### src/rtl/pulse_drive_seq.sv
// Multi-channel pulse-rate drive sequencer: per-channel signed pulse counts are
// drained as PLUS/MINUS pulses on RATE strobes, in independent or round-robin mode.
module pulse_drive_seq #(
  parameter int NCH  = 4,
  parameter int CW   = 15,
  parameter int PW   = 2,
  parameter int MODE = 0,
  parameter int CHW  = $clog2(NCH)
) (
  input  logic           CLOCK,
  input  logic           rst,
  input  logic           RATE,
  input  logic           WR_EN,
  input  logic [CHW-1:0] WR_CH,
  input  logic [CW:0]    WR_DATA,
  input  logic [NCH-1:0] ENAB,
  input  logic [NCH-1:0] STOP,
  input  logic [CHW-1:0] RD_CH,
  output logic [CW:0]    RD_DATA,
  output logic [NCH-1:0] PLUS,
  output logic [NCH-1:0] MINUS,
  output logic [NCH-1:0] BUSY,
  output logic [NCH-1:0] DONE
);

  localparam int            TW     = $clog2(PW + 1);
  localparam logic [TW-1:0] PW_T   = TW'(PW);
  localparam logic [CHW:0]  NCH_W  = (CHW + 1)'(NCH);
  localparam logic [CHW:0]  LAST_W = (CHW + 1)'(NCH - 1);

  logic [CW-1:0]  cnt_q   [NCH];
  logic [CW-1:0]  cnt_d   [NCH];
  logic [TW-1:0]  timer_q [NCH];
  logic [TW-1:0]  timer_d [NCH];
  logic [NCH-1:0] sign_q, sign_d;
  logic [NCH-1:0] plus_q, plus_d;
  logic [NCH-1:0] minus_q, minus_d;
  logic [NCH-1:0] fin_q, fin_d;
  logic [NCH-1:0] done_q, done_d;
  logic [CHW-1:0] rr_q, rr_d;

  logic [NCH-1:0] load, elig, serve;

  // NOTE: every signal driven in always_comb gets a default first so no latch is inferred.
  always_comb begin : eligibility
    load = '0;
    elig = '0;
    for (int i = 0; i < NCH; i++) begin
      load[i] = WR_EN && (WR_CH == CHW'(i));
      elig[i] = RATE && (cnt_q[i] != '0) && ENAB[i] && !STOP[i] &&
                (timer_q[i] == '0) && !load[i];
    end
  end

  always_comb begin : arbiter
    logic [CHW:0] pos;
    logic         found;
    serve = '0;
    rr_d  = rr_q;
    found = 1'b0;
    pos   = '0;
    if (MODE == 0) begin
      serve = elig;
    end else begin
      // Scan from the round-robin pointer with wrap; first eligible channel wins.
      for (int j = 0; j < NCH; j++) begin
        pos = {1'b0, rr_q} + (CHW + 1)'(j);
        if (pos >= NCH_W) pos = pos - NCH_W;
        if (!found && elig[pos[CHW-1:0]]) begin
          found                = 1'b1;
          serve[pos[CHW-1:0]]  = 1'b1;
          rr_d                 = (pos == LAST_W) ? '0 : pos[CHW-1:0] + CHW'(1);
        end
      end
    end
  end

  always_comb begin : channel_next
    cnt_d   = cnt_q;
    timer_d = timer_q;
    sign_d  = sign_q;
    plus_d  = plus_q;
    minus_d = minus_q;
    fin_d   = fin_q;
    done_d  = '0;
    for (int i = 0; i < NCH; i++) begin
      if (timer_q[i] != '0) begin
        timer_d[i] = timer_q[i] - TW'(1);
        if (timer_q[i] == TW'(1)) begin
          plus_d[i]  = 1'b0;
          minus_d[i] = 1'b0;
          done_d[i]  = fin_q[i];
          fin_d[i]   = 1'b0;
        end
      end
      // The pulse latches the sign at service time, so a later load cannot flip it.
      if (serve[i]) begin
        cnt_d[i]   = cnt_q[i] - CW'(1);
        timer_d[i] = PW_T;
        plus_d[i]  = !sign_q[i];
        minus_d[i] = sign_q[i];
        fin_d[i]   = (cnt_q[i] == CW'(1));
      end
      // An abort or reload before the final pulse ends cancels the pending DONE.
      if (STOP[i]) begin
        cnt_d[i]  = '0;
        fin_d[i]  = 1'b0;
        done_d[i] = 1'b0;
      end else if (load[i]) begin
        cnt_d[i]  = WR_DATA[CW-1:0];
        sign_d[i] = WR_DATA[CW];
        fin_d[i]  = 1'b0;
        done_d[i] = 1'b0;
      end
    end
  end

  // NOTE: the per-channel arrays are reset explicitly because counts must read back as zero after reset.
  always_ff @(posedge CLOCK or negedge rst) begin
    if (!rst) begin
      for (int i = 0; i < NCH; i++) begin
        cnt_q[i]   <= '0;
        timer_q[i] <= '0;
      end
      sign_q  <= '0;
      plus_q  <= '0;
      minus_q <= '0;
      fin_q   <= '0;
      done_q  <= '0;
      rr_q    <= '0;
    end else begin
      // NOTE: state registers use non-blocking assignments so every flop samples pre-edge values.
      cnt_q   <= cnt_d;
      timer_q <= timer_d;
      sign_q  <= sign_d;
      plus_q  <= plus_d;
      minus_q <= minus_d;
      fin_q   <= fin_d;
      done_q  <= done_d;
      rr_q    <= rr_d;
    end
  end

  assign PLUS  = plus_q;
  assign MINUS = minus_q;
  assign DONE  = done_q;

  always_comb begin : status
    BUSY    = '0;
    RD_DATA = '0;
    for (int i = 0; i < NCH; i++) begin
      BUSY[i] = (cnt_q[i] != '0) || (timer_q[i] != '0);
    end
    if ({1'b0, RD_CH} < NCH_W) RD_DATA = {sign_q[RD_CH], cnt_q[RD_CH]};
  end

endmodule

### config.mk
export PLATFORM = sky130hd
export DESIGN_NAME = pulse_drive_seq
export DESIGN_NICKNAME = d
export VERILOG_FILES = /design/src/rtl/pulse_drive_seq.sv
export SDC_FILE = /design/constraint.sdc
export NUM_CORES = 1
export LEC_CHECK = 0
export ABC_AREA = 1
export CAP_MARGIN = 40
export CORE_ASPECT_RATIO = 1.1
export CORE_UTILIZATION = 60
export CTS_CLUSTER_DIAMETER = 80
export DETAILED_ROUTE_END_ITERATION = 6
export PLACE_DENSITY = 0.83
export SLEW_MARGIN = 20
export SYNTH_ARGS = -nofsm -noshare
export SYNTH_HDL_FRONTEND = slang
export SYNTH_SLANG_ARGS = --single-unit
### constraint.sdc
create_clock -name CLOCK -period 3.93 [get_ports CLOCK]
set_input_delay 0.9825 -clock CLOCK [delete_from_list [all_inputs] [get_ports CLOCK]]
set_output_delay 0.9825 -clock CLOCK [all_outputs]
set_load 0.005 [all_outputs]
==> results.ini, run 1 <==
[status]
status=completed

[critical_path]
arrival_ps=2760
path_cells=clkdlybuf4s50_1, inv_1, buf_4, o21ai_0, a21oi_1, a21oi_1, clkdlybuf4s50_1
crit_type=input port to output port
cp_slowest_cell=clkdlybuf4s50_1
crit_fanout=12
cpPeakStageDelay_ps=560
endpoint_kind=output port
cp_data_required_time_ps=2950
worstSetupStartpointType=input port

[detailed_routing]
ant_nets=0
wl_met1_um=7740
viasPerCell=5.81
avgRoutedWirePerCell_um=16.8
wl_met2_um=8490
vias=6628
drt_pre_antenna_iters=5
drt_iter0_drc=694
drc=0
top_layer=met4
routed_wirelength_um=19200
met3_length_um=2030

[yosys]
synth_top_area_frac=0.345
synth_top_area_cell=dfrtp_1
yosys.cell_count.top_type=nand2_1
synth_area_leaders=dfrtp_1, nand2_1, nor2_1
async_flop_share=1.00
synth_seq_cells=88
synthesis.nets=993
yosys-top-cells-count=nand2_1, nor2_1, inv_1
syn_area_per_cell_um2=6.79
yosysSeqAreaShare=0.345
synth_cell_types=34
yosysWarnings=0
netlist_area_um2=6390
synth_cells=941
synth-main-ff-cell=dfrtp_1
synth_edf_count=0

[global_route]
grt_max_degree=47
grt_pass1_wl_um=29600
grt_overflow=0
grtUsageTotal=0.358
grt_pass1_vias=5644
grt_antenna_before_repair=0

[floorplanning]
row_count=39
pin_count=64
dieWidth_um=100
die-area_um2=11100
core_area_um2=10400
die_y_um=110
initial_core_util=0.615

[pwr]
switchingPower_w=0.00192
p_leak_nw=3.59
p_int_w=0.00238
p_per_area_nw_per_um2=586
sequentialPowerShare=0.342
p_comb_frac=0.460
irDropWorstVdd_mv=0.316
clkPwrFrac=0.198
p_sw_frac=0.446
total_power_w=0.00430

[final_layout]
seq_area_um2=2200
n_antenna_cell=0
synthToLayoutAreaGrowth_pct=14.8
post-route-cell-area_um2=7330
fin_nets=1047
fillers=893
multi_input_area_um2=3550
drive_gt1_frac=0.0862
layout.cells.non_filler=1141

[cts]
cts_sinks=88
cts-root-buf=clkbuf_16
htree_num_levels=3
cts_buffer_depth=2
clk_latency_ps=350
post_cts_buffers=0
numCtsBuffers=9
cts_tree=done
clk_pin_slew_ps=60

[timing]
skew_ps=5.94
rsz0062_at_grt=no
slew_headroom=0.548
whs_ps=499
setup_viol=0
report.final.slew_viol_count=0
hold_viol_final=0
tns_ps=0
worstMarginPinSlew_ps=676
post-route-period-util=0.953
fmax_mhz=267
period_minus_slack_ps=3750

[place]
dp.final_hpwl_um=13900
place_congestion=0.984
postPlaceCellArea_um2=7060
dp.cells=1127
io_buffers=63

[hold_path]
hold_path.class=register to register

[flow_run]
cap_violations=0

through the flow:
step                      setup WS [ps]   util
final                               183  0.706
after global routing               61.5  0.706
after CTS                          97.4  0.706
after detailed placement            109  0.679
after global placement              163  0.679
after floorplan                    1170      -
state kept, by name, summed over array words and instances, names as in the netlist:
name,count
PLUS,4
fin_q,4
DONE,4
sign_q,4
timer_q,8
cnt_q,60
MINUS,4
metal layers:
layer | GRT usage | vias to the layer above
met4 | 0.181 | 0
met3 | 0.0561 | 63
li1 | - | 3175
met1 | 0.483 | 3022
met5 | 0 | -
met2 | 0.560 | 368
path summary, 6_finish.rpt:
kind,startpoint,to,slack (ps),cells after the start
worst max register to register,cnt_q[45]$_DFFE_PN0P_,cnt_q[47]$_DFFE_PN0P_,1730,9
max in group asynchronous,rst,cnt_q[48]$_DFFE_PN0P_,2540,2
worst min register to register,PLUS[2]$_DFFE_PN0P_,PLUS[2]$_DFFE_PN0P_,500,2
min in group asynchronous,rst,timer_q[0]$_DFFE_PN0P_,640,1
worst min-delay path,PLUS[2]$_DFFE_PN0P_,PLUS[2]$_DFFE_PN0P_,500,2
worst max-delay path,RD_CH[1],RD_DATA[7],180,7
critical path, delay by kind of cell:
kind / cells / cell delay (ps)
buffers and inverters: 4 / 1490
AOI/OAI and AO/OA: 3 / 280
power by group through the flow:
stage	clock (W)	combinational (W)	sequential (W)
floorplan	0	0.00145	0.00136
global placement	0	0.00189	0.00147
detailed placement	0	0.00193	0.00147
CTS	0.000842	0.00195	0.00146
global route	0.000877	0.00223	0.00150
finish	0.000850	0.00198	0.00147
kinds of logic after synthesis:
family,Yosys count,synth area share
compound gates,184,0.157
buf+inv,143,0.0997
fa+ha+maj,20,0.0392
simple gates,497,0.347
xor+xnor,9,0.0123
flops,88,0.345
cell usage in the layout (no fill, tap or decap), drive strengths merged, types with 7 or more instances in the layout:
cell type,instances
a21oi,53
buf,10
clkbuf,10
clkdlybuf4s50,62
dfrtp,88
ha,20
inv,113
nand2,246
nand3,77
nand4,14
nor2,147
nor3,7
o21ai,101
o22ai,23
what timing repair did:
action / in CTS / in global routing
hold buffers: 0 / 0
endpoints found under the setup margin: 0 / 3
gates resized for setup: 0 / 1
final cells by class:
| type | instances | area share |
|---|---|---|
| Clock buffer | 10 | 0.0312 |
| Clock inverter | 4 | 0.00648 |
| Inverter | 114 | 0.0587 |
| Multi-Input combinational cell | 710 | 0.484 |
| Sequential cell | 88 | 0.300 |
| Tap cell | 143 | 0.0244 |
| Timing Repair Buffer | 72 | 0.0948 |
Power figures use the tool's default switching activity.
==> run 2: changes to the inputs <==
--- a/config.mk
+++ b/config.mk
@@ -6,12 +6,12 @@
 export NUM_CORES = 1
 export LEC_CHECK = 0
 export ABC_AREA = 1
-export CAP_MARGIN = 40
 export CORE_ASPECT_RATIO = 1.1
-export CORE_UTILIZATION = 60
+export CORE_UTILIZATION = 50
 export CTS_CLUSTER_DIAMETER = 80
 export DETAILED_ROUTE_END_ITERATION = 6
-export PLACE_DENSITY = 0.83
+export PLACE_DENSITY = 0.71
+export SETUP_SLACK_MARGIN = 0.02
 export SLEW_MARGIN = 20
 export SYNTH_ARGS = -nofsm -noshare
 export SYNTH_HDL_FRONTEND = slang
==> run 2 against run 1 <==
  * Core utilization decreased by 11 points
  * Non-clock buffer count decreased by 1
  * Worst hold slack got worse by 13 ps
  * Register-to-register slack got worse by 70 ps
  * Critical path type unchanged
  * Critical endpoint is now RD_DATA[12]
  * Highest routed layer unchanged
==> results.ini, run 2 (synthesis gave the netlist of run 1 again) <==
[final_layout]
layout.cells.non_filler=1151  ; +0.88%
regMostFlops=cnt_q
drive_gt1_frac=0.0822  ; -0.00393
synthToLayoutAreaGrowth_pct=14.7  ; about the same
fin_nets=1046  ; -0.096%
final_cell_mix=nand2_1, nor2_1, inv_1
post-route-cell-area_um2=7330  ; about the same
reg.largest.list=cnt_q: 60 flops, timer_q: 8 flops
final_core_util=0.599  ; -0.107
final_common_cell=nand2_1
largest_register_ffs=60  ; unchanged
n_antenna_cell=0  ; unchanged
fillers=1206  ; +35%

[cts]
clk_latency_ps=350  ; about the same
post_cts_buffers=0  ; unchanged
htree_num_levels=3  ; unchanged
cts_hold_buf=0  ; unchanged
cts-root-buf=clkbuf_16
cts_buffer_depth=2  ; unchanged
numCtsBuffers=9  ; unchanged
cts_tree=done
post_cts_resized=0  ; unchanged
cts_sinks=88  ; unchanged
clk_pin_slew_ps=60  ; about the same

[critical_path]
cp_data_required_time_ps=2950  ; about the same
worstSetupStartpointType=input port
crit_type=input port to output port
endpoint_kind=output port
arrival_ps=2770  ; about the same
crit_fanout=39  ; +27

[timing]
worstMarginPinSlew_ps=657  ; -19.1 ps
hold_viol_final=0  ; unchanged
fmax_mhz=267  ; -0.11%
period_minus_slack_ps=3750  ; +4.22 ps
rsz0062_at_grt=no
fin_ws_ps=179  ; -4.22 ps
tns_ps=0  ; unchanged
slew_headroom=0.560  ; +0.0128
post-route-period-util=0.954  ; +0.00107
setup_viol=0  ; unchanged
report.final.slew_viol_count=0  ; unchanged
skew_ps=8.21  ; +2.28 ps

[detailed_routing]
drt_pre_antenna_iters=6  ; +1
viasPerCell=5.58  ; -3.9%
drc=0  ; unchanged
vias=6425  ; -3.1%
drt_iter0_drc=611  ; -12%
avgRoutedWirePerCell_um=16.7  ; -0.86%
ant_nets=0  ; unchanged
routed_wirelength_um=19200  ; about the same

[pwr]
p_per_area_nw_per_um2=575  ; -1.9%
p_leak_nw=3.58  ; -0.32%
irDropWorstVdd_mv=0.270  ; -15%

[place]
place_congestion=0.934  ; -5.1%
dp.final_hpwl_um=14100  ; +1.9%
io_buffers=63  ; unchanged
dp_slack_ps=171  ; +61.9 ps
dp.cells=1137  ; +0.89%
postPlaceCellArea_um2=7080  ; +0.27%

[hold_path]
hold_path.class=register to register

[flow_run]
cap_violations=0  ; unchanged

[global_route]
busiest_layer=met1
grt_overflow=0  ; unchanged
grtUsageTotal=0.313  ; -0.0451
grt_antenna_before_repair=0  ; unchanged
grt_pass1_vias=5804  ; +2.8%
use_met2=0.449  ; -0.111
grt_pass1_wl_um=30800  ; +4.1%
use_met3=0.0480  ; -0.00814
grt_max_degree=46  ; -2.1%
globalRouteMet1Util=0.454  ; -0.0285

[floorplanning]
die-area_um2=13200  ; +20%
pin_count=64  ; unchanged
dieWidth_um=110  ; +9.4%
core_area_um2=12200  ; +18%
initial_core_util=0.522  ; -0.0929
die_y_um=121  ; +9.4%
row_count=42  ; +7.7%

[status]
status=completed

[run 2: cell types whose count changed in the layout (fill, tap and decap cells not counted)]
cell	delta
buf_4	-2
clkbuf_1	+2
buf_12	+1
bufinv_16	-1
clkbuf_8	+1
clkinv_1	+1
clkinv_2	-1
clkinvlp_4	-1
inv_2	-1
[run 2: worst paths after layout]
check / start / end / slack (ps) / cells past startpoint
setup / recovery: RD_CH[0] / RD_DATA[12] / 180 / 7
hold / removal: PLUS[0]$_DFFE_PN0P_ / PLUS[0]$_DFFE_PN0P_ / 490 / 2
setup reg to reg: cnt_q[45]$_DFFE_PN0P_ / cnt_q[45]$_DFFE_PN0P_ / 1660 / 9
hold reg to reg: PLUS[0]$_DFFE_PN0P_ / PLUS[0]$_DFFE_PN0P_ / 490 / 2
max in group asynchronous: rst / cnt_q[30]$_DFFE_PN0P_ / 2520 / 2
min in group asynchronous: rst / timer_q[0]$_DFFE_PN0P_ / 640 / 1
[run 2: where the power goes]
group	switching, W	total, W	internal [W]
combinational	0.00121	0.00195	0.000742
sequential	0.000318	0.00148	0.00116
clock	0.000351	0.000790	0.000439
[run 2: layout make-up]
| cell class | instances | area (µm²) | share of cell area |
|---|---|---|---|
| clock buffers | 13 | 250 | 0.0341 |
| inverters | 114 | 430 | 0.0587 |
| well taps | 154 | 193 | 0.0263 |
| flip-flops and latches | 88 | 2200 | 0.300 |
| clock inverters | 1 | 5.00 | 0.000683 |
| repair buffers | 71 | 701 | 0.0956 |
| multi-input cells | 710 | 3550 | 0.484 |
[run 2: worst max-delay path, stage by stage]
cell and delay, ps:
clkdlybuf4s50_1 490, clkinv_1 110, buf_12 180, o21ai_0 180
a21oi_1 60, a21oi_1 220, clkdlybuf4s50_1 550
[run 2: per-layer routing]
metal  up-vias  wire length, µm
met3        50             1520
met5         -                0
met4         0              804
li1       3160                -
met2       263             8240
met1      2952             8630
[run 2: through the flow]
stage          hold WS [ps]  power, W
2_1_floorplan           471   0.00281
3_3_place_gp            468   0.00339
3_5_place_dp            471   0.00341
4_1_cts                 487   0.00422
5_1_grt                 508   0.00459
6_report                487   0.00421
==> run 3: changes to the inputs <==
--- a/config.mk
+++ b/config.mk
@@ -7,10 +7,9 @@
 export LEC_CHECK = 0
 export ABC_AREA = 1
 export CORE_ASPECT_RATIO = 1.1
-export CORE_UTILIZATION = 50
+export CORE_UTILIZATION = 25
 export CTS_CLUSTER_DIAMETER = 80
 export DETAILED_ROUTE_END_ITERATION = 6
-export PLACE_DENSITY = 0.71
 export SETUP_SLACK_MARGIN = 0.02
 export SLEW_MARGIN = 20
 export SYNTH_ARGS = -nofsm -noshare
==> run 3 against run 2 <==
  * Wire length rose by 14%
  * Maximum frequency rose by 4.6%
  * Combinational power rose by 2%
  * Clock power rose by 24%
  * Cell count rose by 15%
  * Die area rose by 98%
  * Sequential cell count did not move
  * Sequential share of layout area fell by 1.3 points
  * Cell area rose by 4.6%
  * Power rose by 5.5%
  * Register-to-register slack improved by 200 ps
  * Critical path type unchanged
  * Worst hold slack improved by 20 ps
==> results.ini, run 3 (synthesis gave the netlist of run 1 again) <==
[cts]
cts_hold_buf=0  ; unchanged
clk_pin_slew_ps=70  ; about the same
clk_latency_ps=360  ; about the same
htree_num_levels=3  ; unchanged
numCtsBuffers=9  ; unchanged
cts_buffer_depth=2  ; unchanged
post_cts_buffers=0  ; unchanged
cts_tree=done
cts_sinks=88  ; unchanged
cts-root-buf=clkbuf_16

[global_route]
grt_max_degree=51  ; +11%
globalRouteMet1Util=0.231  ; -0.223
use_met3=0.0163  ; -0.0316
grt_overflow=0  ; unchanged
grt_pass1_vias=5942  ; +2.4%
grt_antenna_before_repair=0  ; unchanged
grtUsageTotal=0.173  ; -0.140
grt_pass1_wl_um=34200  ; +11%
use_met2=0.287  ; -0.162
busiest_layer=met2

[timing]
fmax_mhz=279  ; +4.6%
slew_headroom=0.478  ; -0.0820
report.final.slew_viol_count=0  ; unchanged
period_minus_slack_ps=3580  ; -167 ps
rsz0062_at_grt=no
setup_viol=0  ; unchanged
fin_ws_ps=346  ; +167 ps
skew_ps=13.5  ; +5.28 ps
whs_ps=507  ; +20.5 ps
post-route-period-util=0.912  ; -0.0424
tns_ps=0  ; unchanged
hold_viol_final=0  ; unchanged
worstMarginPinSlew_ps=780  ; +123 ps

[hold_path]
min_from=PLUS[2]$_DFFE_PN0P_
min_to=PLUS[2]$_DFFE_PN0P_
whs_path_depth=2  ; unchanged
hold_path.class=register to register

[critical_path]
endpoint_kind=output port
cp_data_required_time_ps=2950  ; about the same
r2r_end=cnt_q[33]$_DFFE_PN0P_
crit_fanout=29  ; -26%
crit_type=input port to output port
reg2regPathDepth=9  ; unchanged
arrival_ps=2600  ; -170 ps
reg2reg_from=cnt_q[30]$_DFFE_PN0P_
r2r_slack_ps=1860  ; +200 ps
worstSetupStartpointType=input port

[floorplanning]
die-area_um2=26200  ; +98%
dieWidth_um=154  ; +41%
row_count=61  ; +45%
pin_count=64  ; unchanged
die_y_um=170  ; +41%
core_area_um2=25200  ; +110%
initial_core_util=0.254  ; -0.268

[detailed_routing]
routed_wirelength_um=21900  ; +14%
viasPerCell=4.90  ; -12%
drt_iter0_drc=697  ; +14%
drc=0  ; unchanged
vias=6463  ; +0.59%
avgRoutedWirePerCell_um=16.6  ; -0.33%
ant_nets=0  ; unchanged
drt_pre_antenna_iters=5  ; -1

[final_layout]
fillers=2745  ; +130%
regMostFlops=cnt_q
n_antenna_cell=0  ; unchanged
reg.largest.list=cnt_q: 60 flops, timer_q: 8 flops
fin_nets=1052  ; +0.57%
final_cell_mix=nand2_1, nor2_1, inv_1
synthToLayoutAreaGrowth_pct=20.0
drive_gt1_frac=0.0935  ; +0.0113
largest_register_ffs=60  ; unchanged
final_common_cell=nand2_1

[status]
status=completed

[pwr]
p_per_area_nw_per_um2=579  ; +0.83%
irDropWorstVdd_mv=0.230  ; -15%
p_leak_nw=3.66  ; +2.2%

[place]
place_congestion=0.899  ; -3.8%
dp.final_hpwl_um=16700  ; +18%
io_buffers=63  ; unchanged
dp_slack_ps=-13.9  ; -185 ps

[flow_run]
cap_violations=0  ; unchanged

## run 3: how the worst max path moves through the flow
stage          startpoint           to  slack (ps)
4_1_cts          RD_CH[0]   RD_DATA[6]          90
3_5_place_dp     RD_CH[0]   RD_DATA[6]         -10
6_report         RD_CH[1]   RD_DATA[2]         350
2_1_floorplan    RD_CH[0]  RD_DATA[11]        1170
3_3_place_gp     RD_CH[0]   RD_DATA[7]          30
5_1_grt          RD_CH[1]   RD_DATA[2]         220
## run 3: critical path: stages
cell and delay (ps):
clkdlybuf4s50_1 480, inv_1 70, buf_12 160, o21ai_0 90, a21oi_1 60, a21oi_1 120, buf_4 130, clkdlybuf4s50_1 490
## run 3: what timing repair did
action | CTS | global route
endpoints found under the hold margin | 0 | 0
cloned | 0 | 0
gates resized for setup | 1 | 2
pin swaps | 0 | 0
setup endpoints to repair | 8 | 5
## run 3: layout make-up
class / count / area (µm²) / area share
Sequential cell: 88 / 2200 / 0.287
Clock buffer: 10 / 239 / 0.0312
Tap cell: 315 / 394 / 0.0514
Multi-Input combinational cell: 710 / 3550 / 0.463
Timing Repair Buffer: 77 / 761 / 0.0992
Clock inverter: 6 / 90.1 / 0.0117
Inverter: 114 / 433 / 0.0564
## run 3: power by group
group	total (W)	internal [W]	switching, W
registers	0.00147	0.00116	0.000316
logic	0.00199	0.000752	0.00124
clock network	0.000980	0.000579	0.000401
## run 3: stage by stage
stage | std cells | total power (W) | utilization | area [µm²]
finish | 1320 | 0.00444 | 0.305 | 7670
global route | 1320 | 0.00480 | 0.305 | 7670
CTS | 1320 | 0.00445 | 0.304 | 7670
detailed placement | 1304 | 0.00346 | 0.291 | 7340
global placement | 1304 | 0.00343 | 0.291 | 7340
floorplan | 941 | 0.00281 | - | 6390
## run 3: layer usage
metal  wire length (µm)  vias up
li1                   -     3172
met1               9670     3040
met2              10400      221
met3               1230       30
met4                578        0
met5                  0        -
